[src/rtl/frame_stream_if.sv]
// rtl/frame_stream_if.sv - pixel stream handshake bundle between reader and pipeline
interface frame_stream_if #(
    parameter int WIDTH = 8
);
    logic [WIDTH-1:0] tdata_out;
    logic             tvalid_out;
    logic             tready_in;
    logic             tlast_out;

    modport master (
        output tdata_out,
        output tvalid_out,
        output tlast_out,
        input  tready_in
    );

    modport slave (
        input  tdata_out,
        input  tvalid_out,
        input  tlast_out,
        output tready_in
    );
endinterface

[src/rtl/frame_stream_reader.sv]
// rtl/frame_stream_reader.sv - streams one frame from a BRAM read port through a 4-entry FIFO
module frame_stream_reader #(
    parameter int WIDTH = 8,
    parameter int DEPTH = 256
) (
    input  logic               clk_in,
    input  logic               rst_in,
    input  logic               start_in,
    output logic               busy_out,
    output logic [14:0]        addr_read_out,
    input  logic [WIDTH-1:0]   data_read_in,
    frame_stream_if.master     strm,
    output logic               done_out
);
    typedef enum logic [1:0] {IDLE, RUN, DRAIN, DONE} state_t;

    localparam logic [14:0] LAST = 15'(DEPTH - 1);

    state_t           state_q;
    state_t           state_d;
    logic [1:0]       inflight_q;
    logic [WIDTH-1:0] fifo_mem [4];
    logic [1:0]       wr_ptr;
    logic [1:0]       rd_ptr;
    logic [2:0]       count;
    logic [14:0]      beat_cnt;
    logic [2:0]       pending;
    logic             issue;
    logic             push;
    logic             pop;

    assign push            = inflight_q[1];
    assign pop             = strm.tvalid_out && strm.tready_in;
    assign strm.tvalid_out = (count != 3'd0);
    assign strm.tdata_out  = fifo_mem[rd_ptr];
    assign strm.tlast_out  = strm.tvalid_out && (beat_cnt == LAST);

    // Every issued read already owns a FIFO slot, so the FIFO can never overflow.
    assign pending = count + {2'b00, inflight_q[0]} + {2'b00, inflight_q[1]};

    always_comb begin
        state_d = state_q;
        issue   = 1'b0;
        case (state_q)
            IDLE: begin
                if (start_in) begin
                    state_d = RUN;
                    issue   = 1'b1;
                end
            end
            RUN: begin
                if (addr_read_out == LAST) begin
                    state_d = DRAIN;
                end else if (pending < 3'd4) begin
                    issue = 1'b1;
                end
            end
            DRAIN: begin
                if (pop && (beat_cnt == LAST)) begin
                    state_d = DONE;
                end
            end
            DONE: begin
                state_d = IDLE;
            end
            default: begin
                state_d = IDLE;
            end
        endcase
    end

    always_ff @(posedge clk_in) begin
        if (rst_in) begin
            state_q       <= IDLE;
            addr_read_out <= 15'd0;
            inflight_q    <= 2'b00;
            beat_cnt      <= 15'd0;
            busy_out      <= 1'b0;
            done_out      <= 1'b0;
        end else begin
            state_q    <= state_d;
            busy_out   <= (state_d != IDLE);
            done_out   <= (state_d == DONE);
            // [0] tracks the registered address, [1] the BRAM output register.
            inflight_q <= {inflight_q[0], issue};
            if (issue) begin
                addr_read_out <= (state_q == IDLE) ? 15'd0 : addr_read_out + 15'd1;
            end
            if ((state_q == IDLE) && start_in) begin
                beat_cnt <= 15'd0;
            end else if (pop) begin
                beat_cnt <= beat_cnt + 15'd1;
            end
        end
    end

    always_ff @(posedge clk_in) begin
        if (rst_in) begin
            wr_ptr <= 2'd0;
            rd_ptr <= 2'd0;
            count  <= 3'd0;
            for (int i = 0; i < 4; i++) begin
                fifo_mem[i] <= '0;
            end
        end else begin
            if (push) begin
                fifo_mem[wr_ptr] <= data_read_in;
                wr_ptr           <= wr_ptr + 2'd1;
            end
            if (pop) begin
                rd_ptr <= rd_ptr + 2'd1;
            end
            if (push && !pop) begin
                count <= count + 3'd1;
            end else if (!push && pop) begin
                count <= count - 3'd1;
            end
        end
    end
endmodule

[src/flat_wrapper.sv]
// flat-port wrapper written by rule: the top's interface ports become plain ports
module frame_stream_reader_flat 
#(
    parameter int WIDTH = 8,
    parameter int DEPTH = 256
)
  (clk_in, rst_in, start_in, busy_out, addr_read_out, data_read_in, done_out, strm_tdata_out, strm_tvalid_out, strm_tlast_out, strm_tready_in);
  frame_stream_if #(.WIDTH(WIDTH)) strm_i ();
  input  logic clk_in;
  input  logic rst_in;
  input  logic start_in;
  output logic busy_out;
  output logic [14:0] addr_read_out;
  input  logic [WIDTH-1:0] data_read_in;
  output logic done_out;
  output wire logic [$bits(strm_i.tdata_out)-1:0] strm_tdata_out;
  output wire logic [$bits(strm_i.tvalid_out)-1:0] strm_tvalid_out;
  output wire logic [$bits(strm_i.tlast_out)-1:0] strm_tlast_out;
  input wire logic [$bits(strm_i.tready_in)-1:0] strm_tready_in;
  assign strm_tdata_out = strm_i.tdata_out;
  assign strm_tvalid_out = strm_i.tvalid_out;
  assign strm_tlast_out = strm_i.tlast_out;
  assign strm_i.tready_in = strm_tready_in;
  frame_stream_reader #(.WIDTH(WIDTH), .DEPTH(DEPTH)) u_core (.clk_in(clk_in), .rst_in(rst_in), .start_in(start_in), .busy_out(busy_out), .addr_read_out(addr_read_out), .data_read_in(data_read_in), .strm(strm_i), .done_out(done_out));
endmodule
[config.mk]
export PLATFORM = sky130hd
export DESIGN_NAME = frame_stream_reader_flat
export DESIGN_NICKNAME = d
export VERILOG_FILES = /design/src/rtl/frame_stream_if.sv /design/src/rtl/frame_stream_reader.sv /design/src/flat_wrapper.sv
export SDC_FILE = /design/constraint.sdc
export NUM_CORES = 1
export LEC_CHECK = 0
export CAP_MARGIN = 15
export CORE_MARGIN = 1.5
export CORE_UTILIZATION = 43
export DETAILED_ROUTE_END_ITERATION = 7
export PLACE_DENSITY = 0.69
export SLEW_MARGIN = 20
export SYNTH_ARGS = -nofsm -noshare
export SYNTH_HDL_FRONTEND = slang
export SYNTH_SLANG_ARGS = --single-unit
[constraint.sdc]
create_clock -name clk_in -period 2.7 [get_ports clk_in]
set_input_delay 0.54 -clock clk_in [delete_from_list [all_inputs] [get_ports clk_in]]
set_output_delay 0.54 -clock clk_in [all_outputs]
set_load 0.02 [all_outputs]
# Word-level counts from Yosys, hierarchy flattened
# Memory sizes are Yosys's and may differ from the RTL's. A register that Yosys moved wholly into a read port is not among the register bits.
# Cells that the tools add are included.
totals:
  reg_bits: 43
  latchBits: 0
  ram_bits: 32
  romBits: 0
  in_bits: 12
  output_inout_bits: 27
  wordCells: 60
  memories: 1
classes:
  addsub: 8
  multipliers: 0
  div: 0
  n_lt_le_gt_ge: 1
  n_eq_ne: 6
  shifts: 0
  muxes: 21
  n_bitwise: 0
  n_reduce_logical: 14
memory_table:
  columns: ["memory", "depth", "width", "read_ports", "rd_ports_with_merged_regs", "wr", "line_no", "rtl"]
  rows:
  - ["u_core.fifo_mem", 4, 8, 1, 1, 4, "frame_stream_reader.sv:22", "logic [WIDTH-1:0] fifo_mem [4];"]
op_table:
  columns: ["cell", "n"]
  rows:
  - ["$add 15x1->15 const B", 2]
  - ["$eq 15x8->1 const B", 2]
  - ["$mux 15", 1]
  - ["$mux 2", 6]
  - ["$mux 1", 9]
  - ["$mux 8", 1]
  - ["$pmux 2 s4", 1]
  - ["$reduce_or 8->1", 1]
  - ["$add 3x1->3", 2]
  - ["$eq 2x2->1 const B", 3]
  - ["$logic_and 1x1->1", 6]
  - ["$mux 3", 2]
  - ["$add 2x1->2 const B", 2]
  - ["$reduce_bool 2->1", 2]
  - ["$add 3x1->3 const B", 1]
  - ["$lt 3x3->1 const B", 1]
  - ["$reduce_bool 3->1", 1]
  - ["$sub 3x1->3 const B", 1]
  - ["$eq 2x1->1 const B", 1]
  - ["$logic_not 1->1", 2]
  - ["$logic_not 2->1", 1]
  - ["$pmux 1 s2", 1]
  - ["$reduce_or 2->1", 1]

# Logic depth before layout (Yosys ltp)
logic_depth:
  depth_word: 6
  ltp_mapped: 9
  ltp_nobuf: 8

# Worst setup path before layout
# Ideal clock, no wire load.
synth_timing:
  path_kind: "register to register"
  start: "reg u_core.addr_read_out[0]"
  end: "reg u_core.addr_read_out[11]"
  setup_time_ns: 0.120
  arrival_time_ns: 2.044
  t_required_ns: 2.580
  path_slack_ns: 0.536
  path_stages_with_launch: 8
  n_path_buf: 1
  synth_period_minus_slack_ns: 2.164
  path_cell_list: "dfxtp_1 > ha_1 > nand3_1 > or4_4 > nand3_4 > buf_8 > nor4_1 > a211o_1"
synth_via:
  elab_chain_len: 3
  word_cells_on_any_way: 5
  classes_between: "1 x add/sub; 1 x eq/ne; 3 x mux"
synth_rtl:
  columns: ["item", "line_no", "rtl"]
  rows:
  - ["start: declaration", "frame_stream_reader.sv:10", "output logic [14:0] addr_read_out,"]
  - ["start signal: assignment", "frame_stream_reader.sv:87", "addr_read_out <= (state_q == IDLE) ? 15'd0 : addr_read_out + 15'd1;"]
  - ["parallel branches: the longest is 3 deep, another holds $add 15x1->15", null, null]
# Parallel ways; which one is timed is not known.
# A chain may end at the register's enable or synchronous reset.

==> run summary <==
- finished, final reports clean — status
- register to primary output — critical path type
- sky130_fd_sc_hd__clkdlybuf4s50_1 — highest-delay cell along the critical path
- 77 — number of sinks on the clock net
- 0 — number of antenna violations at the first check in global routing
- done — TritonCTS clock tree
- 32 — Post-synth EDFFs
- 3.56 mm — total length of routed met2 wires
- 0.811 — GPL Wtd Cong
- 0 — Final Hold Fails
- 12.2 mm — first-pass GRT wire length
- 53 — Netlist cell types
- 0.181 — global-route total usage across every layer
- 0 — diodes inserted
- 0 — total setup violations reported at the end of the flow
- 0 — total setup buffers inserted after CTS
- buf_4, mux4_2, clkdlybuf4s50_1 — crit path cell chain
- 94.1 um — Die Width
- 2622 — count of vias placed by the detailed router
- 2.16 ns — data required time at the worst endpoint
- 3570 um^2 — synthesized cell area
- 8860 um^2 — die footprint
- 1.94 ns — Crit path arrival time
- 220 um — DR WL met3
- 0 ns — setup TNS
- 0.439 — Initial Util
- 697 nW/um^2 — P per Cell Area
- 38 — number of buffer cells added on primary ports
- 14.5 um — mean routed wirelength per cell
- 2 — combined buffer and inverter count along the critical path
- 9 — clock buffer count from CTS
- 0.914 ns — Least-Margin Pin Slew
- 358 — net count after synthesis
- false — unrepaired setup endpoints after global routing
- 3 — CTS HTree Levels
- 2593 — vias in the first global route
- 0.123 — fraction of final layout cells sized beyond drive strength 1
- 0 — remaining antenna violation count after routing
- buffers and inverters — kind of cell with the highest combined delay on the critical path
- 0.487 ns — Min Hold Slack
- 3.31 mm — metal1 wirelength
- 19.2% — Area Growth Syn to Fin
- sky130_fd_sc_hd__clkbuf_8 — CTS root buffer
- 0 — fraction of registers with async set/reset
- primary output — endpoint class of the critical path
- 0 — GRT Residual Overflow
- 39 — number of top-level design ports
- 0.221 ns — Worst Setup Slack, final
- 0.308 mV — maximum vdd ir drop
- 0 — max-cap viol count
- 0 — max-slew violations
- 4.96 mm — final HPWL from detailed placement
- 401 — NumNets Final
- 94.1 um — height of the die
- 341 — Mapped Cells
- 0.918 — period utilization
- 0.55 ns — delay of the slowest cell on the worst path
- 77 — number of flip-flops and latches in the synthesized netlist
- 8130 um^2 — area of the core
- 0.00151 uW — P_leak
- 0.08 ns — Clock Pin Slew Worst Setup and Hold Paths
- met4 — top routing layer in use
- 10.5 um^2 — Synth Area per Inst
- 0.247 ns — worst setup slack before clock tree synthesis
- register to register — path category of the worst min-delay check
- 0.521 — share of the yosys chip area belonging to registers
- sky130_fd_sc_hd__dfxtp_1 — most used flip-flop cell after synthesis
- 0 — Yosys Warn Count
- 33 — Site Rows
- register — kind of start point of the critical path
- 2 — maximum number of buffers from clock root to sink
- 7.18 mm — routed wire length
- 0.389 — Relative slew margins
- 403 MHz — Max Freq
- 108 — 1st-iter DRT viols
- 5.31 — detail-routed via count per cell
- 40 — largest net degree at the start of global routing
- 2.48 ns — fin crit period
- 4 — first-pass iteration count of the detailed router
- 0 — number of remaining DRC errors
- 0.0104 ns — clock skew after layout
- 0.34 ns — insertion delay of the later-clocked pin in the worst-skew pair
- 8 — largest fanout on the critical path
## Yosys cell counts (9+ instances only)
cell type | instances | area [um^2]
sky130_fd_sc_hd__dfxtp_1 | 45 | 901
sky130_fd_sc_hd__nor2_1 | 45 | 169
sky130_fd_sc_hd__edfxtp_1 | 32 | 961
sky130_fd_sc_hd__nand2_1 | 31 | 116
sky130_fd_sc_hd__inv_1 | 16 | 60.1
sky130_fd_sc_hd__a21oi_1 | 14 | 70.1
sky130_fd_sc_hd__o21ai_0 | 14 | 70.1
sky130_fd_sc_hd__and2_1 | 11 | 68.8
sky130_fd_sc_hd__nor3_1 | 10 | 50.1
sky130_fd_sc_hd__clkbuf_1 | 9 | 33.8
sky130_fd_sc_hd__xnor2_1 | 9 | 78.8
## cell usage in the layout, fill, tap and decap left out, types with 6 or more instances in the layout
cell,n
sky130_fd_sc_hd__a21oi_1,14
sky130_fd_sc_hd__nor4_1,7
sky130_fd_sc_hd__xnor2_1,9
sky130_fd_sc_hd__clkbuf_8,9
sky130_fd_sc_hd__nand2_1,31
sky130_fd_sc_hd__nand3_1,8
sky130_fd_sc_hd__nor2_1,45
sky130_fd_sc_hd__dfxtp_1,45
sky130_fd_sc_hd__nor3_1,10
sky130_fd_sc_hd__inv_1,16
sky130_fd_sc_hd__edfxtp_1,32
sky130_fd_sc_hd__buf_4,7
sky130_fd_sc_hd__and2_1,11
sky130_fd_sc_hd__nand4_1,7
sky130_fd_sc_hd__mux4_2,8
sky130_fd_sc_hd__or3_1,6
sky130_fd_sc_hd__o21ai_0,14
sky130_fd_sc_hd__xor2_1,8
sky130_fd_sc_hd__clkdlybuf4s50_1,37
## power by group
group	switching, uW	internal (uW)
clock	405	418
combinational	392	374
sequential	84.4	1290
total	881	2090
## final timing paths
check                       startpoint                        to  slack [ns]  cells after the start
setup / recovery              register         strm_tdata_out[6]        0.22                      3
hold reg to reg   u_core.inflight_q[0]      u_core.inflight_q[1]        0.49                      1
setup reg to reg       u_core.count[0]  u_core.addr_read_out[13]        0.39                      6
hold / removal    u_core.inflight_q[0]      u_core.inflight_q[1]        0.49                      1
## through the flow
stage	area (um^2)	cells	util	total power (uW)
floorplan	3570	341	-	1910
global placement	4070	478	0.501	2150
detailed placement	4070	478	0.501	2180
CTS	4250	494	0.523	3000
global route	4260	494	0.523	3130
finish	4260	494	0.523	2970
## repair_timing
item | in CTS | in global routing
gates resized for setup | 0 | 1
setup endpoints to repair | 0 | 1
hold buffers | 0 | 0
## metal layers
| layer | global-route usage | vias to the layer above |
|---|---|---|
| li1 | - | 1306 |
| met1 | 0.223 | 1254 |
| met2 | 0.303 | 53 |
| met3 | 0.0380 | 9 |
| met4 | 0.0784 | 0 |
| met5 | 0 | - |
## worst reg2reg max path, stage by stage, from the launching register on
cell	delay [ns]
sky130_fd_sc_hd__dfxtp_1	0.45
sky130_fd_sc_hd__ha_1	0.29
sky130_fd_sc_hd__a21o_2	0.21
sky130_fd_sc_hd__a32oi_4	0.33
sky130_fd_sc_hd__nand3_4	0.22
sky130_fd_sc_hd__or4_2	0.64
sky130_fd_sc_hd__o211ai_1	0.10
## sequential cells by signal, indices dropped and copies added, names as in the netlist, named ones only
| signal | count |
|---|---|
| u_core.fifo_mem | 32 |
| u_core.addr_read_out | 15 |
| u_core.beat_cnt | 15 |
| u_core.count | 3 |
| u_core.inflight_q | 2 |
| u_core.rd_ptr | 2 |
| u_core.state_q | 2 |
| u_core.wr_ptr | 2 |
| u_core.busy_out | 1 |
| u_core.done_out | 1 |
## cells by family after synthesis
logic type / count (synthesis) / share of synthesized area
flops: 77 / 0.521
fa+ha+maj: 5 / 0.0196
mux: 9 / 0.0532
compound gates: 48 / 0.0960
xor+xnor: 17 / 0.0417
simple gates: 155 / 0.228
buf+inv: 30 / 0.0406
## layout make-up
type                            count  area [um^2]
Inverter                           16         60.1
Timing Repair Buffer               46          455
Fill cell                         743         3880
Multi-Input combinational cell    234         1570
Sequential cell                    77         1860
Clock buffer                       10          128
Tap cell                          105          131
Clock inverter                      6         55.1
No activity file was read; power rests on OpenSTA's default activity.
